[config.mk]
export PLATFORM = sky130hd
export DESIGN_NAME = fifo_rd_packer
export DESIGN_NICKNAME = d
export VERILOG_FILES = /design/src/rtl/fifo_pkg.sv /design/src/rtl/pack_skid_buf.sv /design/src/rtl/fifo_rd_packer.sv
export SDC_FILE = /design/constraint.sdc
export NUM_CORES = 1
export LEC_CHECK = 0
export BUFFER_PORTS_ARGS = -buffer_cell sky130_fd_sc_hd__buf_2
export CAP_MARGIN = 20
export CORE_ASPECT_RATIO = 0.6
export CORE_MARGIN = 1
export CORE_UTILIZATION = 63
export DETAILED_ROUTE_END_ITERATION = 7
export GPL_ROUTABILITY_DRIVEN = 0
export PLACE_DENSITY = 0.92
export SETUP_SLACK_MARGIN = 0.3
export SLEW_MARGIN = 15
export SYNTH_ARGS = -nofsm -noshare
export SYNTH_HDL_FRONTEND = slang
export SYNTH_SLANG_ARGS = --single-unit
[constraint.sdc]
create_clock -name rclk -period 6.4 [get_ports rclk]
set_input_delay 0.32 -clock rclk [delete_from_list [all_inputs] [get_ports rclk]]
set_output_delay 0.32 -clock rclk [all_outputs]
set_load 0.02 [all_outputs]
[src/rtl/fifo_pkg.sv]
// Shared types and defaults for the FIFO read-side packer.
// word_t describes one packed output word at the default geometry.
package fifo_pkg;

    localparam int DATASIZE_DEF = 8;
    localparam int PACK_DEF     = 4;

    typedef enum logic {
        ACC,
        FLUSH
    } pack_state_t;

    typedef struct packed {
        logic [DATASIZE_DEF*PACK_DEF-1:0] data;
        logic [PACK_DEF-1:0]              keep;
        logic                             last;
    } word_t;

endpackage

[src/rtl/pack_skid_buf.sv]
// Two-entry output buffer for packed words with a valid/ready master side.
// The head entry drives the outputs directly from a register.
module pack_skid_buf
    import fifo_pkg::*;
#(
    parameter type T = word_t
) (
    input  logic clk,
    input  logic rst_n,
    input  logic push,
    input  T     push_word,
    output logic full,
    output logic m_valid,
    input  logic m_ready,
    output T     m_word
);

    logic [1:0] cnt_reg;
    T           head_reg;
    T           tail_reg;
    logic       pop;

    assign pop     = m_valid && m_ready;
    assign full    = (cnt_reg == 2'd2);
    assign m_valid = (cnt_reg != 2'd0);
    assign m_word  = head_reg;

    always_ff @(posedge clk or negedge rst_n) begin
        if (!rst_n) begin
            cnt_reg  <= 2'd0;
            head_reg <= '0;
            tail_reg <= '0;
        end else begin
            case ({push, pop})
                2'b10: begin
                    if (cnt_reg == 2'd0) head_reg <= push_word;
                    else                 tail_reg <= push_word;
                    cnt_reg <= cnt_reg + 2'd1;
                end
                2'b01: begin
                    head_reg <= tail_reg;
                    cnt_reg  <= cnt_reg - 2'd1;
                end
                2'b11: begin
                    // occupancy is unchanged; the new word lands behind whatever remains
                    if (cnt_reg == 2'd1) begin
                        head_reg <= push_word;
                    end else begin
                        head_reg <= tail_reg;
                        tail_reg <= push_word;
                    end
                end
                default: ;
            endcase
        end
    end

endmodule

[src/rtl/fifo_rd_packer.sv]
// Pops FIFO entries and packs PACK of them little-endian into one wide word;
// a flush closes the current partial word with a keep mask and last flag.
module fifo_rd_packer
    import fifo_pkg::*;
#(
    parameter int DATASIZE = DATASIZE_DEF,
    parameter int PACK     = PACK_DEF
) (
    input  logic                     rclk,
    input  logic                     rrst_n,
    input  logic                     rempty,
    input  logic [DATASIZE-1:0]      rdata,
    output logic                     rinc,
    input  logic                     flush,
    output logic                     m_valid,
    input  logic                     m_ready,
    output logic [DATASIZE*PACK-1:0] m_data,
    output logic [PACK-1:0]          m_keep,
    output logic                     m_last
);

    localparam int              CW        = $clog2(PACK);
    localparam int              WW        = DATASIZE * PACK;
    localparam logic [CW-1:0]   LAST_LANE = CW'(PACK - 1);

    typedef struct packed {
        logic [WW-1:0]   data;
        logic [PACK-1:0] keep;
        logic            last;
    } pword_t;

    pack_state_t     state_reg, state_next;
    logic [CW-1:0]   cnt_reg, cnt_next;
    logic [WW-1:0]   acc_reg, acc_next, acc_wr;
    logic            active_reg;
    logic            flush_pend;
    logic            push;
    logic            full;
    logic [PACK-1:0] part_keep;
    pword_t          push_word;
    pword_t          out_word;

    // active_reg keeps rinc low while in reset and for the first edge after release
    assign flush_pend = (state_reg == FLUSH);
    assign rinc = active_reg && !rempty && !flush_pend && ((cnt_reg != LAST_LANE) || !full);

    generate
        for (genvar gi = 0; gi < PACK; gi++) begin : g_keep
            assign part_keep[gi] = (CW'(gi) < cnt_reg);
        end
    endgenerate

    always_comb begin
        state_next = state_reg;
        cnt_next   = cnt_reg;
        acc_next   = acc_reg;
        push       = 1'b0;
        push_word  = '0;
        acc_wr     = acc_reg;
        if (rinc) acc_wr[cnt_reg*DATASIZE +: DATASIZE] = rdata;

        case (state_reg)
            ACC: begin
                if (rinc && (cnt_reg == LAST_LANE)) begin
                    // a flush coinciding with the completing pop just tags the full word
                    push           = 1'b1;
                    push_word.data = acc_wr;
                    push_word.keep = '1;
                    push_word.last = flush;
                    acc_next       = '0;
                    cnt_next       = '0;
                end else begin
                    if (rinc) begin
                        acc_next = acc_wr;
                        cnt_next = cnt_reg + CW'(1);
                    end
                    if (flush && (rinc || (cnt_reg != '0))) state_next = FLUSH;
                end
            end
            FLUSH: begin
                if (!full) begin
                    push           = 1'b1;
                    push_word.data = acc_reg;
                    push_word.keep = part_keep;
                    push_word.last = 1'b1;
                    acc_next       = '0;
                    cnt_next       = '0;
                    state_next     = ACC;
                end
            end
            default: state_next = ACC;
        endcase
    end

    always_ff @(posedge rclk or negedge rrst_n) begin
        if (!rrst_n) begin
            state_reg  <= ACC;
            cnt_reg    <= '0;
            acc_reg    <= '0;
            active_reg <= 1'b0;
        end else begin
            state_reg  <= state_next;
            cnt_reg    <= cnt_next;
            acc_reg    <= acc_next;
            active_reg <= 1'b1;
        end
    end

    pack_skid_buf #(
        .T (pword_t)
    ) u_buf (
        .clk       (rclk),
        .rst_n     (rrst_n),
        .push      (push),
        .push_word (push_word),
        .full      (full),
        .m_valid   (m_valid),
        .m_ready   (m_ready),
        .m_word    (out_word)
    );

    assign m_data = out_word.data;
    assign m_keep = out_word.keep;
    assign m_last = out_word.last;

endmodule

# Word-level counts from Yosys, hierarchy flattened
# Cells that the tools add are included.
[word_totals] output_inout_bits=39 input_bits=13 word_cells=81 register_bits=112
[op_classes] bitwise_logic=1 n_shift=2 n_reduce_logical=20 n_addsub=4 muxes=27 magnitude_cmp=4 eq_ne=12
[op_table] operator="$mux W37" count=6
[op_table] operator="$pmux W37 S2" count=2
[op_table] operator="$mux W32" count=4
[op_table] operator="$pmux W37 S3" count=1
[op_table] operator="$pmux W32 S2" count=1
[op_table] operator="$neg A5 Y34" count=1
[op_table] operator="$shift A8 B34 Y32 const A" count=1
[op_table] operator="$shiftx A8 B34 Y32" count=1
[op_table] operator="$bwmux W32" count=1
[op_table] operator="$eq A2 B2 Y1 const B" count=4
[op_table] operator="$ne A2 B2 Y1 const B" count=4
[op_table] operator="$pmux W2 S2" count=2
[op_table] operator="$reduce_bool A2 Y1" count=4
[op_table] operator="$logic_and A1 B1 Y1" count=6
[op_table] operator="$mux W2" count=3
[op_table] operator="$mux W1" count=5
[op_table] operator="$add A2 B1 Y2 const B" count=2
[op_table] operator="$eq A2 B1 Y1 const B" count=2
[op_table] operator="$lt A1 B2 Y1 const A" count=2
[op_table] operator="$lt A2 B2 Y1 const A" count=2
[op_table] operator="$pmux W1 S2" count=2
[op_table] operator="$reduce_and A2 Y1" count=2
[op_table] operator="$logic_not A1 Y1" count=3
[op_table] operator="$ne A3 B3 Y1 const B" count=1
[op_table] operator="other kinds (7)" count=8

# Depth between registers and ports, before layout
[depth] ltp_word=10 ltp_mapped=12 ltp_nobuf=10

# Hierarchy
# Synthesis repeated with hierarchy kept, for this count alone.
[hier_totals] cells_unflattened=480 hier_area_um2=5396.4
[by_module_without_submodules] mod="pack_skid_buf" instances=1 area_each_um2=3415.8 cells_per_inst=315 seq_area_each_um2=1901.8
[by_module_without_submodules] mod="fifo_rd_packer" instances=1 area_each_um2=1980.6 cells_per_inst=165 seq_area_each_um2=900.9

# Worst setup path after synthesis
# Ideal clock, no wire load.
[synth_timing] kind="register to register" start="register cnt_reg[0]" end="register u_buf.tail_reg[11] in the netlist's numbering" arrival_time_ns=2.342 path_slack_ns=3.976 required_time_ns=6.317 period_less_slack_ns=2.424 n_path_buf=3 setup_time_ns=0.083 stages_incl_launch_ff=12 cell_sequence="dfrtp_1 ha_1 buf_4 nand3b_2 a21oi_2 ha_1 nand2_1 o211ai_1 clkbuf_1 buf_2 nand2_1 o21ai_0"
[synth_via] elab_chain_cells=9 word_cells_on_any_way=23 cone_classes="add/sub (1); eq/ne (6); shift (2); mux (9); reduce/logical (5)"
[synth_rtl] item="from (decl)" line_no="fifo_rd_packer.sv:33" rtl="logic [CW-1:0] cnt_reg, cnt_next;"
[synth_rtl] item="from (signal assigned)" line_no="fifo_rd_packer.sv:103" rtl="cnt_reg <= cnt_next;"
[synth_rtl] item="parallel branches: the longest is 9 deep, another holds $neg A5 Y34"
[synth_rtl] item="to (signal assigned)" line_no="pack_skid_buf.sv:37" rtl="else tail_reg <= push_word;"
[synth_rtl] item="to (signal assigned)" line_no="pack_skid_buf.sv:50" rtl="tail_reg <= push_word;"
[synth_rtl] item="to (decl)" line_no="pack_skid_buf.sv:20" rtl="T tail_reg;"
# Parallel ways; which one is timed is not known. The select of a mux whose other input is x is not followed.
# A chain may end at the register's enable or synchronous reset.

# Worst setup path in the final report
[layout_timing] start="register cnt_reg[0]" end="register u_buf.head_reg, in the netlist u_buf.m_word[4]"
[layout_via] elab_chain_cells=9 word_cells_on_any_way=20 cone_classes="order compare (1); eq/ne (6); mux (8); reduce/logical (5)"
[layout_rtl] item="$ne A2 B2 Y1" line_no="fifo_rd_packer.sv:45" rtl="assign rinc = active_reg && !rempty && !flush_pend && ((cnt_reg != LAST_LANE) || !full);"
[layout_rtl] item="$logic_or A1 B1 Y1" line_no="fifo_rd_packer.sv:45"
[layout_rtl] item="$logic_and A1 B1 Y1" line_no="fifo_rd_packer.sv:45"
[layout_rtl] item="$logic_and A1 B1 Y1" line_no="fifo_rd_packer.sv:64" rtl="if (rinc && (cnt_reg == LAST_LANE)) begin"
[layout_rtl] item="$mux W1" line_no="fifo_rd_packer.sv:64"
[layout_rtl] item="$pmux W1 S2" line_no="fifo_rd_packer.sv:62" rtl="case (state_reg)"
[layout_rtl] item="$eq A2 B2 Y1 / $eq A2 B1 Y1 (equally long branches)" line_no="pack_skid_buf.sv:34" rtl="case ({push, pop})"
[layout_rtl] item="$ne A2 B1 Y1 (no line) / $reduce_bool A3 Y1 (equally long branches)"
[layout_rtl] item="$reduce_and A2 Y1 (no line)"
[layout_rtl] item="to (signal assigned)" line_no="pack_skid_buf.sv:36" rtl="if (cnt_reg == 2'd0) head_reg <= push_word;"
[layout_rtl] item="to (signal assigned)" line_no="pack_skid_buf.sv:41" rtl="head_reg <= tail_reg;"
[layout_rtl] item="to (signal assigned)" line_no="pack_skid_buf.sv:47" rtl="head_reg <= push_word;"
[layout_rtl] item="to (decl)" line_no="pack_skid_buf.sv:19" rtl="T head_reg;"
# Several ways; a longest one is shown, not always the timed one. The select of a mux whose other input is x is not followed.

==> flow_summary.ini <==
[outcome]
status = completed

[timing]
tightest_slew_ns = 0.906
finalHoldViolCount = 0
rsz0062_at_grt = false
slew_headroom_pct = 39.6
fmax_ghz = 0.283
clock-skew-final_ns = 0.00782
setup_tns_ns = 0
period_share_pct = 55.2
setup_viol = 0
worst_hold_slack_ns = 0.241
slew_viol_final = 0
period_needed_ns = 3.53

[logic_synthesis]
syn-cell-area_sq_um = 4990
yosys_warnings = 0
synth_nets = 482
ys_async_sr_fraction_pct = 100
yosysTopAreaCellShare_pct = 56.1
synth_cell_types = 45
yosysSeqAreaShare_pct = 56.1
yosys.area.top_type = dfrtp_1
synth_seq_cells = 112
synth_commonest_cells = dfrtp_1 (112), a22oi_1 (69), o21ai_1 (63)
synth_area_leaders = dfrtp_1 (56%), a22oi_1 (10%), o21ai_1 (6.3%)
synth_flop_cell = dfrtp_1
synth_cells = 457
synth_most_common_cell = dfrtp_1
syn_area_per_cell_sq_um = 10.9
synth_edf_count = 0

[finish]
n_fill_cell = 519
layout.nets = 516
drive_above_1_share_pct = 17.3
areaGrowthSynthToFinish_pct = 12.1
n_antenna_cell = 0
layout.cells.non_filler = 600

[route]
first_pass_iters = 5
dr_total_vias = 4020
ant_nets = 0
wire_per_inst_microns = 20.6
post-route-drc-count = 0
avgViaCountPerCell = 6.70
drt_iter0_drc = 571
wl_mm = 12.4

[global_route]
antenna_found_initial = 0
grt_pass1_vias = 3819
grt_overflow = 0
grt_pass1_wl_mm = 19.8
grt_use_total_pct = 32.2
grt_max_degree = 69

[worst_setup_path]
reg2reg_slack_ns = 2.87
r2r_cells = 9
worst-path-max-fanout = 26
start_kind = flop
worst-setup-path-type = reg -> reg
r2r-start = cnt_reg[0]
cp-end-kind = flop
required_ns = 6.66
critPathArrivalTime_ns = 3.79
rr_endpoint = u_buf.m_word[4]

[die]
rows = 24
die_area_sq_um = 8300
num_io_pins = 52
die_y_microns = 71.0
start_util_pct = 66.8
coreArea_sq_um = 7480
die_w_microns = 117

[placed_design]
port_buffers = 51
numPlacedInstances = 583
hpwlAfterDp_mm = 8.26

[cts]
htree_levels = 3
clock_latency_ns = 0.36
cts_root_buf = clkbuf_16
tritoncts = built
cts_setup_buffers = 0
numCtsBuffers = 9
clk_pin_slew_worst_paths_ns = 0.07
clock_path_buffers = 2
cts.sinks = 112

[power]
ir_worst_vdd_mv = 0.261
p_leak_nw = 2.53
powerDensity_nw_per_um2 = 381

[hold_path]
hold_start = flush
hold_end = flush_pend
hold_path_class = in -> reg
holdPathStages = 3

[job]
cap_violations = 0
cell type report:
class / count / area (sq um) / share of cell area (%)
Timing Repair Buffer: 58 / 313 / 5.59
Clock buffer: 10 / 239 / 4.27
Multi-Input combinational cell: 300 / 2000 / 35.8
Inverter: 10 / 37.5 / 0.670
Sequential cell: 112 / 2800 / 50.0
Clock inverter: 6 / 75.1 / 1.34
Tap cell: 104 / 130 / 2.32
layout by cell type, fill, tap and decap left out, types with 2 or more instances in the layout:
master / n
a21oi_1: 9
a22o_1: 32
a22oi_1: 69
and2_1: 2
buf_2: 50
buf_4: 7
clkbuf_16: 9
clkinv_4: 2
dfrtp_1: 112
ha_1: 12
inv_1: 9
inv_8: 2
nand2_1: 59
nand4bb_1: 5
nor2_1: 2
nor2b_1: 2
nor4_4: 2
nor4b_4: 2
o21ai_0: 17
o21ai_1: 63
xnor2_1: 2
critical path, cell delays in order (launching register included):
cell and delay, ns:
dfrtp_1 0.51, ha_1 0.42, nand3b_2 0.38, a21oi_2 0.49, ha_1 0.32, nor2b_1 0.16, o21a_1 0.43, buf_4 0.41
a22oi_1 0.11, o21ai_0 0.21
routing by layer:
layer / vias up / GRT usage, % / wire length, microns
li1: 1756 / - / -
met1: 2002 / 46.5 / 5430
met2: 244 / 47.3 / 5510
met3: 18 / 10.8 / 1290
met4: 0 / 7.59 / 148
met5: - / 0 / 0
power by group:
part | internal [mW] | total, mW | switching [mW]
sequential | 0.789 | 0.863 | 0.0743
clock | 0.321 | 0.586 | 0.265
combinational | 0.188 | 0.684 | 0.496
total | 1.30 | 2.13 | 0.835
kinds of logic after synthesis:
family	after synthesis	synth area share [%]
AOI/OAI and AO/OA	199	26.5
muxes	1	0.200
buffers and inverters	45	3.93
xor gates and xnor gates	2	0.351
adders and majority gates	12	3.01
and+or+nand+nor	85	9.84
DFF	112	56.1
other	1	0.0751
how the worst max path moves through the flow:
stage,startpoint,endpoint,slack (ns),cells past startpoint
finish,cnt_reg[0],u_buf.m_word[4],2.87,9
floorplan,cnt_reg[0],u_buf.tail_reg[11],3.98,11
global route,cnt_reg[0],u_buf.m_word[4],2.66,9
global placement,cnt_reg[0],u_buf.m_word[0],3.22,9
CTS,cnt_reg[0],u_buf.m_word[4],2.95,9
detailed placement,cnt_reg[0],u_buf.m_word[2],3.00,9
through the flow:
stage / instance area, sq um / util (%) / worst slack (ns) / total power, mW
2_1_floorplan: 4990 / - / 3.98 / 1.35
3_3_place_gp: 5280 / 70.6 / 3.22 / 1.50
3_5_place_dp: 5280 / 70.6 / 3.00 / 1.53
4_1_cts: 5600 / 74.9 / 2.95 / 2.12
5_1_grt: 5600 / 74.9 / 2.66 / 2.23
6_report: 5600 / 74.9 / 2.87 / 2.13
what timing repair did:
| action | 4_1_cts | 5_1_grt |
|---|---|---|
| hold endpoints to repair | 44 | 0 |
| hold buffers | 1 | 0 |
| setup endpoints to repair | 0 | 0 |
| gates resized for setup | 0 | 0 |
Power figures use the tool's default switching activity.
